File: config.mk
export PLATFORM = sky130hd
export DESIGN_NAME = instr_prefetch_flat
export DESIGN_NICKNAME = d
export VERILOG_FILES = /design/src/rtl/instr_prefetch_pkg.sv /design/src/rtl/instr_prefetch_if.sv /design/src/rtl/instr_prefetch_fetch_fifo.sv /design/src/rtl/instr_prefetch.sv /design/src/flat_wrapper.sv
export SDC_FILE = /design/constraint.sdc
export NUM_CORES = 1
export LEC_CHECK = 0
export CORE_MARGIN = 2
export CORE_UTILIZATION = 64
export DETAILED_ROUTE_END_ITERATION = 10
export GPL_TIMING_DRIVEN = 0
export PLACE_DENSITY = 0.95
export SLEW_MARGIN = 30
export SYNTH_ARGS = -nofsm -noshare
export SYNTH_HDL_FRONTEND = slang
export SYNTH_HIERARCHICAL = 1
export SYNTH_SLANG_ARGS = --single-unit
File: constraint.sdc
create_clock -name clock -period 17.6 [get_ports clock]
set_input_delay 2.64 -clock clock [delete_from_list [all_inputs] [get_ports clock]]
set_output_delay 2.64 -clock clock [all_outputs]
set_load 0.005 [all_outputs]
File: src/rtl/instr_prefetch_pkg.sv
// Shared fetch-side types for the core.
// Widths here fix the layout of fetch_entry_t.
package instr_prefetch_pkg;

  localparam int PKG_ADDR_W  = 32;
  localparam int PKG_INSTR_W = 32;
  localparam int INSTR_BYTES = 4;

  typedef struct packed {
    logic [PKG_ADDR_W-1:0]  pc;
    logic [PKG_INSTR_W-1:0] instr;
  } fetch_entry_t;

  typedef enum logic [1:0] {
    PC_SEQ,
    PC_OFFSET,
    PC_REG,
    PC_HOLD
  } pc_mux_e;

  function automatic logic is_redirect(
    input pc_mux_e sel
  );
    return sel == PC_OFFSET;
  endfunction

endpackage

File: src/rtl/instr_prefetch_if.sv
// Fetch unit bus: memory req/gnt/rvalid side
// plus the Decode-facing valid/ready side.
interface instr_prefetch_if
  import instr_prefetch_pkg::*;
#(
  parameter int ADDR_W  = PKG_ADDR_W,
  parameter int INSTR_W = PKG_INSTR_W
);

  logic               instr_req_op;
  logic [ADDR_W-1:0]  instr_addr_op;
  logic               instr_gnt_ip;
  logic               instr_rvalid_ip;
  logic [INSTR_W-1:0] instr_rdata_ip;
  logic               redirect_ip;
  logic [ADDR_W-1:0]  redirect_addr_ip;
  logic               fetch_valid_op;
  logic               fetch_ready_ip;
  logic [INSTR_W-1:0] fetch_instr_op;
  logic [ADDR_W-1:0]  fetch_pc_op;
  logic [ADDR_W-1:0]  fetch_next_pc_op;

  modport master (
    output instr_req_op,
    output instr_addr_op,
    input  instr_gnt_ip,
    input  instr_rvalid_ip,
    input  instr_rdata_ip,
    input  redirect_ip,
    input  redirect_addr_ip,
    output fetch_valid_op,
    input  fetch_ready_ip,
    output fetch_instr_op,
    output fetch_pc_op,
    output fetch_next_pc_op
  );

  modport slave (
    input  instr_req_op,
    input  instr_addr_op,
    output instr_gnt_ip,
    output instr_rvalid_ip,
    output instr_rdata_ip,
    output redirect_ip,
    output redirect_addr_ip,
    input  fetch_valid_op,
    output fetch_ready_ip,
    input  fetch_instr_op,
    input  fetch_pc_op,
    input  fetch_next_pc_op
  );

endinterface

File: src/rtl/instr_prefetch_fetch_fifo.sv
// In-order FIFO of fetch entries with a
// registered head; flush empties it in one cycle.
module instr_prefetch_fetch_fifo
  import instr_prefetch_pkg::*;
#(
  parameter int DEPTH = 4
) (
  input  logic                       clock,
  input  logic                       reset,
  input  logic                       push,
  input  fetch_entry_t               push_data,
  input  logic                       pop,
  input  logic                       flush,
  output fetch_entry_t               head,
  output logic                       full,
  output logic                       empty,
  output logic [$clog2(DEPTH+1)-1:0] count
);

  localparam int AW = $clog2(DEPTH);
  localparam int CW = $clog2(DEPTH+1);

  fetch_entry_t  mem [DEPTH];
  logic [AW-1:0] wr_ptr;
  logic [AW-1:0] rd_ptr;
  logic          pop_en;
  logic          push_en;

  assign empty   = count == '0;
  assign full    = count == CW'(DEPTH);
  assign pop_en  = pop && !empty;
  assign push_en = push && (!full || pop_en);

  always_ff @(posedge clock) begin
    if (reset || flush) begin
      wr_ptr <= '0;
      rd_ptr <= '0;
      count  <= '0;
      if (reset) head <= '0;
    end else begin
      if (push_en) begin
        mem[wr_ptr] <= push_data;
        wr_ptr      <= wr_ptr + 1'b1;
      end
      if (pop_en) rd_ptr <= rd_ptr + 1'b1;
      count <= count + CW'(push_en)
                     - CW'(pop_en);
      // head tracks whichever entry is next
      if (pop_en && count > CW'(1))
        head <= mem[rd_ptr + 1'b1];
      else if (push_en && (empty || pop_en))
        head <= push_data;
    end
  end

  a_no_overflow: assert property (
    @(posedge clock) disable iff (reset)
    !(push && full && !pop && !flush)
  );

endmodule

File: src/rtl/instr_prefetch.sv
// Instruction prefetch: credit-limited issue,
// in-order responses, redirect with stale drop.
module instr_prefetch
  import instr_prefetch_pkg::*;
#(
  parameter int ADDR_W  = PKG_ADDR_W,
  parameter int INSTR_W = PKG_INSTR_W,
  parameter int DEPTH   = 4,
  parameter logic [ADDR_W-1:0] RESET_PC = '0
) (
  input logic              clock,
  input logic              reset,
  instr_prefetch_if.master bus
);

  localparam int CW = $clog2(DEPTH+1);
  localparam int SW = CW + 1;

  logic               req_q;
  logic               stale_q;
  logic [ADDR_W-1:0]  addr_q;
  logic [ADDR_W-1:0]  fetch_pc;
  logic [CW-1:0]      outstanding;
  logic [CW-1:0]      discard;

  logic               redirect;
  logic [ADDR_W-1:0]  target;
  logic [ADDR_W-1:0]  pc_base;
  logic [INSTR_W-1:0] rdata;
  logic               gnt;
  logic               rsp;
  logic               accept;
  logic               pop;
  logic               pend_after;
  logic               can_issue;
  logic [CW-1:0]      out_next;
  logic [CW-1:0]      fq_next;
  logic [SW-1:0]      credit;

  fetch_entry_t       aq_in;
  fetch_entry_t       aq_head;
  fetch_entry_t       fq_in;
  fetch_entry_t       fq_head;
  logic               aq_full;
  logic               aq_empty;
  logic [CW-1:0]      aq_cnt;
  logic               fq_full;
  logic               fq_empty;
  logic [CW-1:0]      fq_cnt;

  assign redirect = bus.redirect_ip;
  assign target   = {bus.redirect_addr_ip[ADDR_W-1:2],
                     2'b00};
  assign rdata    = bus.instr_rdata_ip;
  assign gnt      = req_q && bus.instr_gnt_ip;
  assign rsp      = bus.instr_rvalid_ip;
  assign accept   = rsp && discard == '0
                    && !redirect;
  assign pop      = bus.fetch_ready_ip
                    && !fq_empty && !redirect;

  assign out_next = outstanding + CW'(gnt)
                    - CW'(rsp);
  assign fq_next  = redirect ? '0
                    : fq_cnt + CW'(accept)
                      - CW'(pop);
  assign credit   = SW'(fq_next) + SW'(out_next);
  assign can_issue  = credit < SW'(DEPTH);
  assign pend_after = req_q && !bus.instr_gnt_ip;
  assign pc_base    = redirect ? target : fetch_pc;

  assign aq_in = '{pc: addr_q, instr: '0};
  assign fq_in = '{pc: aq_head.pc, instr: rdata};

  always_ff @(posedge clock) begin
    if (reset) begin
      req_q       <= 1'b0;
      stale_q     <= 1'b0;
      addr_q      <= RESET_PC;
      fetch_pc    <= RESET_PC;
      outstanding <= '0;
      discard     <= '0;
    end else begin
      outstanding <= out_next;
      if (redirect)
        discard <= out_next;
      else
        discard <= discard
          - CW'(rsp && discard != '0)
          + CW'(gnt && stale_q);
      // an ungranted request keeps its address;
      // after a redirect its data is stale
      if (pend_after) begin
        stale_q  <= stale_q || redirect;
        fetch_pc <= pc_base;
      end else if (can_issue) begin
        req_q    <= 1'b1;
        stale_q  <= 1'b0;
        addr_q   <= pc_base;
        fetch_pc <= pc_base
                    + ADDR_W'(INSTR_BYTES);
      end else begin
        req_q    <= 1'b0;
        stale_q  <= 1'b0;
        fetch_pc <= pc_base;
      end
    end
  end

  instr_prefetch_fetch_fifo #(
    .DEPTH (DEPTH)
  ) u_addr_q (
    .clock     (clock),
    .reset     (reset),
    .push      (gnt && !stale_q && !redirect),
    .push_data (aq_in),
    .pop       (accept),
    .flush     (redirect),
    .head      (aq_head),
    .full      (aq_full),
    .empty     (aq_empty),
    .count     (aq_cnt)
  );

  instr_prefetch_fetch_fifo #(
    .DEPTH (DEPTH)
  ) u_instr_q (
    .clock     (clock),
    .reset     (reset),
    .push      (accept),
    .push_data (fq_in),
    .pop       (pop),
    .flush     (redirect),
    .head      (fq_head),
    .full      (fq_full),
    .empty     (fq_empty),
    .count     (fq_cnt)
  );

  assign bus.instr_req_op     = req_q;
  assign bus.instr_addr_op    = addr_q;
  assign bus.fetch_valid_op   = !fq_empty;
  assign bus.fetch_instr_op   = fq_head.instr;
  assign bus.fetch_pc_op      = fq_head.pc;
  assign bus.fetch_next_pc_op = fq_head.pc
                                + ADDR_W'(INSTR_BYTES);

  a_rsp_has_addr: assert property (
    @(posedge clock) disable iff (reset)
    !(accept && aq_empty)
  );

  logic unused;
  assign unused = &{1'b0, aq_full, aq_cnt,
                    fq_full, aq_empty,
                    bus.redirect_addr_ip[1:0]};

endmodule

File: src/flat_wrapper.sv
// flat-port wrapper written by rule: the top's interface ports become plain ports
module instr_prefetch_flat import instr_prefetch_pkg::*;
#(
  parameter int ADDR_W  = PKG_ADDR_W,
  parameter int INSTR_W = PKG_INSTR_W,
  parameter int DEPTH   = 4,
  parameter logic [ADDR_W-1:0] RESET_PC = '0
)
  (clock, reset, bus_instr_req_op, bus_instr_addr_op, bus_instr_gnt_ip, bus_instr_rvalid_ip, bus_instr_rdata_ip, bus_redirect_ip, bus_redirect_addr_ip, bus_fetch_valid_op, bus_fetch_ready_ip, bus_fetch_instr_op, bus_fetch_pc_op, bus_fetch_next_pc_op);
  instr_prefetch_if #(.ADDR_W(ADDR_W), .INSTR_W(INSTR_W)) bus_i ();
  input logic clock;
  input logic reset;
  output wire logic [$bits(bus_i.instr_req_op)-1:0] bus_instr_req_op;
  output wire logic [$bits(bus_i.instr_addr_op)-1:0] bus_instr_addr_op;
  input wire logic [$bits(bus_i.instr_gnt_ip)-1:0] bus_instr_gnt_ip;
  input wire logic [$bits(bus_i.instr_rvalid_ip)-1:0] bus_instr_rvalid_ip;
  input wire logic [$bits(bus_i.instr_rdata_ip)-1:0] bus_instr_rdata_ip;
  input wire logic [$bits(bus_i.redirect_ip)-1:0] bus_redirect_ip;
  input wire logic [$bits(bus_i.redirect_addr_ip)-1:0] bus_redirect_addr_ip;
  output wire logic [$bits(bus_i.fetch_valid_op)-1:0] bus_fetch_valid_op;
  input wire logic [$bits(bus_i.fetch_ready_ip)-1:0] bus_fetch_ready_ip;
  output wire logic [$bits(bus_i.fetch_instr_op)-1:0] bus_fetch_instr_op;
  output wire logic [$bits(bus_i.fetch_pc_op)-1:0] bus_fetch_pc_op;
  output wire logic [$bits(bus_i.fetch_next_pc_op)-1:0] bus_fetch_next_pc_op;
  assign bus_instr_req_op = bus_i.instr_req_op;
  assign bus_instr_addr_op = bus_i.instr_addr_op;
  assign bus_i.instr_gnt_ip = bus_instr_gnt_ip;
  assign bus_i.instr_rvalid_ip = bus_instr_rvalid_ip;
  assign bus_i.instr_rdata_ip = bus_instr_rdata_ip;
  assign bus_i.redirect_ip = bus_redirect_ip;
  assign bus_i.redirect_addr_ip = bus_redirect_addr_ip;
  assign bus_fetch_valid_op = bus_i.fetch_valid_op;
  assign bus_i.fetch_ready_ip = bus_fetch_ready_ip;
  assign bus_fetch_instr_op = bus_i.fetch_instr_op;
  assign bus_fetch_pc_op = bus_i.fetch_pc_op;
  assign bus_fetch_next_pc_op = bus_i.fetch_next_pc_op;
  instr_prefetch #(.ADDR_W(ADDR_W), .INSTR_W(INSTR_W), .DEPTH(DEPTH), .RESET_PC(RESET_PC)) u_core (.clock(clock), .reset(reset), .bus(bus_i));
endmodule
==> results of run 1 <==
[power by group through the flow]
stage / registers, mW / clock network, mW / logic (mW)
final: 1.66 / 1.26 / 0.456
after global routing: 1.67 / 1.31 / 0.484
after CTS: 1.66 / 1.26 / 0.448
after detailed placement: 1.68 / 0 / 0.436
after global placement: 1.67 / 0 / 0.406
after floorplan: 1.65 / 0 / 0.228
[critical path, cell delays in order]
cell             delay (ps)
clkdlybuf4s50_1         770
buf_6                   220
buf_6                   140
buf_2                   230
buf_2                   320
buf_2                   370
clkbuf_1                510
buf_2                   390
nor3b_2                 160
ha_1                    370
inv_1                    60
ha_1                    180
fa_1                    370
xnor2_1                 170
nor2_1                   60
ha_1                    300
or3_1                   510
nor3_2                  490
clkbuf_1                490
buf_1                   500
nand3b_1                160
a21oi_1                 170
[per-stage QoR]
step | hold slack [ps] | instances | setup WS, ps
global route | 505 | 2226 | 8320
floorplan | 452 | 1450 | 10210
finish | 488 | 2226 | 8530
CTS | 490 | 2225 | 8670
detailed placement | 481 | 2126 | 8160
global placement | 467 | 2115 | 7890
[per-layer routing]
layer / track usage, % / part of all wire (%) / vias to the layer above
met4: 19.8 / 6.5 / 0
met5: 0 / 0 / -
met3: 6.72 / 10 / 309
met1: 42.8 / 34 / 7631
li1: - / - / 6217
met2: 59.0 / 50 / 1353
[flip-flops by register name, summed over array words and instances (netlist names)]
name,count
u_core/outstanding,3
u_core/bus.instr_addr_op,32
u_core/u_instr_q/wr_ptr,2
u_core/u_addr_q/mem,128
u_core/u_addr_q/rd_ptr,2
u_core/stale_q,1
u_core/u_addr_q/count,3
u_core/u_instr_q/head,64
u_core/discard,3
u_core/fetch_pc,32
u_core/u_addr_q/wr_ptr,2
u_core/u_instr_q/count,3
u_core/u_instr_q/mem,256
u_core/bus.instr_req_op,1
u_core/u_instr_q/rd_ptr,2
u_core/u_addr_q/head,32
[path summary, 6_finish.rpt]
check / endpoint / slack (ps) / cells past startpoint / startpoint
worst max register to register: u_core/bus.instr_addr_op[0]$_SDFFE_PP0P_ / 12550 / 15 / u_core/u_instr_q/count[1]$_SDFF_PP0_
worst min-delay path: u_core/fetch_pc[1]$_SDFF_PP0_ / 490 / 1 / u_core/fetch_pc[1]$_SDFF_PP0_
worst max-delay path: u_core/bus.instr_addr_op[0]$_SDFFE_PP0P_ / 8530 / 22 / bus_redirect_ip
worst min register to register: u_core/fetch_pc[1]$_SDFF_PP0_ / 490 / 1 / u_core/fetch_pc[1]$_SDFF_PP0_
[layout make-up]
class	instances	area, µm²
Sequential cell	566	16100
Multi-Input combinational cell	769	6880
Fill cell	1739	8100
Clock inverter	26	383
Buffer	92	495
Tap cell	468	586
Inverter	23	86.3
Clock buffer	73	1560
Timing Repair Buffer	209	2200
==> qor.csv, run 1 <==
metric,value,unit
outcome,completed,
grt_pass1_wl,98600,µm
cts_max_path_buffers,3,
drive_gt1_share,16.5,%
total_power,3.38,mW
switching_power,0.876,mW
worstPathArrival,9600,ps
cts_made_buffers,53,
final_util,77.8,%
via_count,15500,
peakVddDrop,0.0846,mV
gr-usage-all-layers,35.0,%
min_period,9070,ps
ios,200,
port_buffers,197,
core_area,0.0364,mm²
fmax,110,MHz
diodes,0,
setup_viol,0,
vias_per_cell,6.97,
place.gp.congestion,0.893,
required,18130,ps
drt_first_pass_iters,7,
clk_pin_slew,60,ps
finalNetCount,1813,
clock_sinks,566,
dp_hpwl,39700,µm
die_h,196,µm
clockRootBuffer,clkbuf_16,
power_frac_seq,49.2,%
synth_area,0.0236,mm²
cts_tree,done,
drv_cap,0,
mostFrequentLayoutCells,"edfxtp_1 (480), clkdlybuf4s50_1 (197), nand2_1 (128), mux4_2 (96), dfxtp_1 (86)",
routed_wl,66300,µm
std_cell_rows,70,
clock_power_share,37.3,%
worst_skew_pair.late_latency,630,ps
avgSynthCellArea,16.2,µm²
finalSetupTns,0,ps
syn2layout_area_growth,20.3,%
cts_resized,0,
dr.first_iter.drc_count,1968,
wl_per_cell,29.8,µm
leakage,9.39,nW
critPathLaunchType,input pin,
final_common_cell,edfxtp_1,
skew,31.8,ps
postCtsSetupBuffers,0,
drc,0,
placed_cell_area,0.0264,mm²
worst_hold_path_type,reg -> reg,
switching_share,25.9,%
hold_buffers,0,
relSlewSlack,34.1,%
worstSetupPathType,in -> reg,
die_w,196,µm
postRouteAntennaNets,0,
synth_nets,1549,
grt_setup_unrepaired,false,
cp-end-kind,flop,
start_util,64.6,%
cts.htree.levels,2,
die-area,0.0383,mm²
yosys_warnings,6,
syn_inst,1450,
final_cell_area,0.0283,mm²
combPwrFrac,13.5,%
antenna_found_initial,1,
gr-total-overflow,0,
p_int,2.50,mW
hold_viol_final,0,
grt_start_max_net_pins,43,
grt_pass1_vias,15700,
period_share,51.5,%
path_max_fanout,10,
slew_viol_final,0,
power-per-cell-area,119,mW/mm²
max_slew.worst_pin.slew,985,ps
(Power assumes the default switching activity.)
==> run 2, diff against run 1 <==
--- a/config.mk
+++ b/config.mk
@@ -6,10 +6,10 @@
 export NUM_CORES = 1
 export LEC_CHECK = 0
 export CORE_MARGIN = 2
-export CORE_UTILIZATION = 64
+export CORE_UTILIZATION = 54
 export DETAILED_ROUTE_END_ITERATION = 10
 export GPL_TIMING_DRIVEN = 0
-export PLACE_DENSITY = 0.95
+export PLACE_DENSITY = 0.89
 export SLEW_MARGIN = 30
 export SYNTH_ARGS = -nofsm -noshare
 export SYNTH_HDL_FRONTEND = slang
==> constraint.sdc (replaced) <==
create_clock -name clock -period 7.62 [get_ports clock]
set_input_delay 1.143 -clock clock [delete_from_list [all_inputs] [get_ports clock]]
set_output_delay 1.143 -clock clock [all_outputs]
set_load 0.005 [all_outputs]
==> qor.csv, run 2 (synthesized netlist as in run 1, its figures left out) <==
metric,value,unit,change
clockRootBuffer,clkbuf_16,,
period_share,93.2,%,
gr-usage-all-layers,26.3,%,-8.6 points
total_power,7.48,mW,+120%
max_stage_delay,720,ps,-50 ps
start_util,54.7,%,-10 points
worst_skew_pair.late_latency,630,ps,about the same
antenna_found_initial,0,,-1
diodes,0,,unchanged
path_cells,clkdlybuf4s50_1 > buf_6 > buf_6 > buf_2 > buf_2 > buf_2 > buf_2 > nor3b_1 > ha_1 > inv_1 > ha_1 > fa_1 > xnor2_1 > nor2_1 > ha_1 > or3_1 > nor3_2 > nand4_1 > or4_1 > a21oi_1,,
grt_pass1_vias,14900,,-5.5%
min_period,7100,ps,
gr-total-overflow,0,,unchanged
die_h,213,µm,+8.7%
cts_made_buffers,53,,unchanged
final_util,65.7,%,-12 points
dr.first_iter.drc_count,1573,,-20%
cts_tree,done,,
die_w,213,µm,+8.7%
wl_per_cell,25.0,µm,-16%
fmax,141,MHz,
drt_first_pass_iters,5,,-2
clk_pin_slew,60,ps,about the same
dp_cells,2245,,+5.6%
peakVddDrop,0.212,mV,+150%
std_cell_rows,76,,+8.6%
core_area,0.0431,mm²,+18%
stdcell_count,2340,,+5.1%
grt_pass1_wl,89200,µm,-9.6%
worstPathArrival,7630,ps,-1970 ps
drv_cap,0,,unchanged
relSlewSlack,30.4,%,-3.7 points
largest-register,u_core/u_instr_q/mem,,
die-area,0.0453,mm²,+18%
mostFrequentLayoutCells,"edfxtp_1 (480), clkdlybuf4s50_1 (197), nand2_1 (128), mux4_2 (96), dfxtp_1 (86)",,
path_max_fanout,19,,+9
worstSetupPathType,in -> reg,,
final_common_cell,edfxtp_1,,
hold_viol_final,0,,unchanged
cts_max_path_buffers,3,,unchanged
crit_top_cell,buf_2,,
drc,0,,unchanged
via_count,14600,,-5.8%
reg_top3,"u_core/u_instr_q/mem: 256 flops, u_core/u_addr_q/mem: 128 flops, u_core/u_instr_q/head: 64 flops",,
outcome,completed,,
leakage,9.31,nW,-0.81%
placed_cell_area,0.0266,mm²,+0.71%
place.gp.congestion,0.892,,-0.16%
postRouteAntennaNets,0,,unchanged
finalNetCount,1815,,+0.11%
required,8150,ps,-9980 ps
slowest_stage,nor3b_1,,
skew,27.9,ps,-3.85 ps
routed_wl,58500,µm,-12%
syn2layout_area_growth,20.2,%,about the same
max_slew.worst_pin.slew,1040,ps,+54.9 ps
final_cell_area,0.0283,mm²,about the same
port_buffers,197,,unchanged
critPathLaunchType,input pin,,
largest_reg_flops,256,,unchanged
grt_start_max_net_pins,42,,-2.3%
clock_sinks,566,,unchanged
cp-end-kind,flop,,
crit_buf_inv,8,,-3
finalSetupTns,0,ps,unchanged
cts_resized,0,,unchanged
slew_viol_final,0,,unchanged
vias_per_cell,6.25,,-10%
n_fill_cell,2737,,+57%
ios,200,,unchanged
drive_gt1_share,16.1,%,-0.37 points
worst_hold_path_type,reg -> reg,,
power-per-cell-area,264,mW/mm²,+120%
setup_viol,0,,unchanged
cp_top_family,simple AND/OR/NAND/NOR gates,,
ff2ff_setup_slack,2460,ps,"-10,090 ps"
cts.htree.levels,2,,unchanged
dp_hpwl,37600,µm,-5.2%
grt_setup_unrepaired,false,,
[run 2: power by group]
| part | internal, mW | leakage [nW] | switching, mW |
|---|---|---|---|
| registers | 3.61 | 5.17 | 0.222 |
| logic | 0.453 | 3.29 | 0.559 |
| clock network | 1.48 | 0.850 | 1.16 |
| total | 5.54 | 9.31 | 1.94 |
[run 2: worst paths after layout]
check	start	end	cells past startpoint
max	bus_redirect_ip	u_core/fetch_pc[30]$_SDFF_PP0_	20
min	u_core/fetch_pc[1]$_SDFF_PP0_	u_core/fetch_pc[1]$_SDFF_PP0_	1
max reg2reg	u_core/u_instr_q/count[1]$_SDFF_PP0_	u_core/fetch_pc[30]$_SDFF_PP0_	14
min reg2reg	u_core/fetch_pc[1]$_SDFF_PP0_	u_core/fetch_pc[1]$_SDFF_PP0_	1
[run 2: timing repair]
action | 4_1_cts | 5_1_grt
setup buffers | 0 | 2
hold buffers | 0 | 0
setup endpoints to repair | 0 | 10
[run 2: stage by stage]
step                      setup slack (ps)  hold slack, ps
after CTS                              179             482
after detailed placement              -459             474
after floorplan                       1730             452
final                                  521             484
after global placement                -637             466
after global routing                   236             500
[run 2: cell type report]
cell class / count / area [µm²] / share of cell area (%)
clock inverter: 21 / 243 / 0.857
tap: 585 / 732 / 2.59
timing repair buffer: 212 / 2250 / 7.96
multi-input combinational: 769 / 6870 / 24.3
sequential: 566 / 16100 / 57.0
buffer: 91 / 492 / 1.74
clock buffer: 73 / 1490 / 5.27
inverter: 23 / 86.3 / 0.305
[run 2: metal layers]
layer	global-route usage, %	wire, µm
met1	34.4	21700
met5	0	0
met2	45.3	29700
met4	9.09	1940
met3	3.99	5190
==> run 3, diff against run 2 <==
--- a/config.mk
+++ b/config.mk
@@ -6,12 +6,11 @@
 export NUM_CORES = 1
 export LEC_CHECK = 0
 export CORE_MARGIN = 2
-export CORE_UTILIZATION = 54
+export CORE_UTILIZATION = 52
 export DETAILED_ROUTE_END_ITERATION = 10
 export GPL_TIMING_DRIVEN = 0
-export PLACE_DENSITY = 0.89
+export PLACE_DENSITY = 0.88
 export SLEW_MARGIN = 30
 export SYNTH_ARGS = -nofsm -noshare
 export SYNTH_HDL_FRONTEND = slang
-export SYNTH_HIERARCHICAL = 1
 export SYNTH_SLANG_ARGS = --single-unit
==> qor.csv, run 3 <==
metric,value,unit,change
outcome,completed,,
placed_cell_area,0.0262,mm²,-1.3%
cts_tree,done,,
yosysSeqAreaShare,69.6,%,
drt_first_pass_iters,6,,+1
cts_resized,0,,unchanged
yosysMostFrequentCell,edfxtp_1,,
clk_pin_slew,70,ps,about the same
switching_share,25.9,%,-0.082 points
cts.htree.levels,2,,unchanged
gr-usage-all-layers,24.2,%,-2.2 points
drv_cap,0,,unchanged
synth_area,0.0232,mm²,-1.6%
antenna_found_initial,0,,unchanged
synth-main-ff-cell,edfxtp_1,,
n_fill_cell,3069,,+12%
switching_power,2.01,mW,+3.7%
die_w,215,µm,+1.1%
relSlewSlack,42.7,%,+12 points
yosys_warnings,0,,-6
power-per-cell-area,277,mW/mm²,+4.8%
std_cell_rows,77,,+1.3%
peakVddDrop,0.183,mV,-14%
period_share,79.6,%,-14 points
syn_inst,1537,,+6.0%
power_frac_seq,49.7,%,-1.5 points
synth_top_area_cell,edfxtp_1,,
synth_edf_count,480,,
async_reset_ff_share,0,%,
yosys-top-cells-count,"edfxtp_1 (480), nand2_1 (238), a21oi_1 (106), mux4_2 (96), nor2_1 (88)",,
combPwrFrac,14.2,%,+0.7 points
vias_per_cell,5.92,,-5.2%
ios,200,,unchanged
cts_max_path_buffers,3,,unchanged
worstPathArrival,6570,ps,-1060 ps
worst_hold_path_type,reg -> reg,,
place_ws,1020,ps,+1480 ps
final_cell_area,0.0281,mm²,-0.71%
via_count,14400,,-1.1%
hold_viol_final,0,,unchanged
synth_top_area_share,62.2,%,
place.gp.congestion,0.898,,+0.70%
start_util,52.5,%,-2.1 points
mostFrequentLayoutCells,"edfxtp_1 (480), nand2_1 (238), clkdlybuf4s50_1 (195), a21oi_1 (106), mux4_2 (96)",,
largest_reg_flops,256,,unchanged
setup_viol,0,,unchanged
diodes,0,,unchanged
critPathLaunchType,input pin,,
fmax,165,MHz,+17%
ys_ff_latch,566,,
required,8130,ps,-20 ps
cts_made_buffers,55,,+3.8%
port_buffers,195,,-1.0%
leakage,9.25,nW,-0.63%
die_h,215,µm,+1.1%
finalNetCount,1900,,+4.7%
p_int,5.77,mW,+4.2%
total_power,7.79,mW,+4.1%
die-area,0.0463,mm²,+2.2%
seqCellArea,0.0161,mm²,unchanged
path_max_fanout,8,,-11
reg_top3,"u_core.u_instr_q.mem: 256 flops, u_core.u_addr_q.mem: 128 flops, u_core.u_instr_q.head: 64 flops",,
dr.first_iter.drc_count,1739,,+11%
synth_nets,1636,,+5.6%
holdWs,479,ps,-4.85 ps
largest-register,u_core.u_instr_q.mem,,
grt_pass1_wl,85700,µm,-4.0%
worstSetupPathType,in -> reg,,
hold_buffers,0,,unchanged
postRouteAntennaNets,0,,unchanged
final_common_cell,edfxtp_1,,
clock_power_share,36.1,%,+0.8 points
synthTopCellsByArea,"edfxtp_1 (62%), mux4_2 (9.3%), dfxtp_1 (7.4%)",,
drc,0,,unchanged
postCtsSetupBuffers,0,,unchanged
skew,22.2,ps,-5.74 ps
gr-total-overflow,0,,unchanged
worst_skew_pair.late_latency,610,ps,-20 ps
grt_setup_unrepaired,false,,
wl_per_cell,22.9,µm,-8.3%
multi_input_area,0.00664,mm²,-3.4%
routed_wl,55900,µm,-4.4%
clockRootBuffer,clkbuf_16,,
setup_ws,1560,ps,+1030 ps
clock_sinks,566,,unchanged
core_area,0.0441,mm²,+2.4%
final_util,63.7,%,-2.0 points
drive_gt1_share,12.9,%,-3.2 points
max_slew.worst_pin.slew,857,ps,-183 ps
slew_viol_final,0,,unchanged
syn2layout_area_growth,21.2,%,
min_period,6060,ps,-1030 ps
dp_hpwl,37100,µm,-1.3%
grt_pass1_vias,14800,,-0.66%
cp-end-kind,flop,,
synth_cell_types,58,,
grt_start_max_net_pins,44,,+4.8%
avgSynthCellArea,15.1,µm²,-7.1%
==> run 3: through the flow <==
| stage | std cells | setup TNS, ps |
|---|---|---|
| 6_report | 2440 | 0 |
| 5_1_grt | 2440 | 0 |
| 4_1_cts | 2439 | 0 |
| 3_5_place_dp | 2335 | 0 |
| 3_3_place_gp | 2324 | -158700 |
| 2_1_floorplan | 1537 | 0 |
==> run 3: worst max-delay path: stages <==
cell             delay, ps
clkdlybuf4s50_1        540
or4b_1                 570
or2_1                  250
clkbuf_1               240
ha_1                   350
inv_1                   60
ha_1                   130
inv_1                   50
fa_1                   370
xnor2_1                240
nor2_1                  80
ha_1                   290
or3_4                  330
buf_6                  140
a2111oi_4              640
nand4_2                380
nor4_1                 370
mux2_2                 380
==> run 3: kinds of logic (layout without fill, tap and decap cells) <==
| kind of cell | Yosys count | in the layout | synth area share (%) |
|---|---|---|---|
| AO/OA/AOI/OAI | 179 | 179 | 4.84 |
| XOR/XNOR | 56 | 56 | 2.12 |
| adder cells (fa/ha/maj) | 29 | 29 | 1.73 |
| buffers and inverters | 112 | 423 | 1.93 |
| flip-flops | 566 | 566 | 69.6 |
| multiplexers | 127 | 127 | 10.7 |
| AND/OR/NAND/NOR | 468 | 468 | 9.10 |
==> run 3: worst paths after layout <==
check / from / end / slack [ps] / cells past startpoint
setup / recovery: bus_instr_rvalid_ip / u_core.fetch_pc[31]$_SDFF_PP0_ / 1560 / 18
hold / removal: u_core.fetch_pc[0]$_SDFF_PP0_ / u_core.fetch_pc[0]$_SDFF_PP0_ / 480 / 1
setup reg to reg: u_core.discard[1]$_SDFF_PP0_ / u_core.fetch_pc[31]$_SDFF_PP0_ / 2220 / 17
hold reg to reg: u_core.fetch_pc[0]$_SDFF_PP0_ / u_core.fetch_pc[0]$_SDFF_PP0_ / 480 / 1
==> run 3: power by group through the flow <==
stage | registers (mW) | clock network [mW] | logic, mW
global route | 3.89 | 2.95 | 1.20
finish | 3.87 | 2.81 | 1.11
floorplan | 3.85 | 0 | 0.571
CTS | 3.86 | 2.83 | 1.11
detailed placement | 3.92 | 0 | 1.10
global placement | 3.91 | 0 | 1.05
==> run 3: cell type report <==
type / instances / area share (%)
tap: 592 / 2.64
sequential: 566 / 57.4
inverter: 27 / 0.361
clock buffer: 68 / 5.29
multi-input combinational: 859 / 23.6
clock inverter: 36 / 1.39
buffer: 85 / 1.25
timing repair buffer: 207 / 8.06
==> run 3: metal layers <==
metal	global-route usage (%)	vias to the layer above	part of all wire, %
met4	9.13	0	3.1
met2	41.3	789	50
met3	3.52	104	8.0
met1	31.6	7214	39
met5	0	-	0
li1	-	6342	-
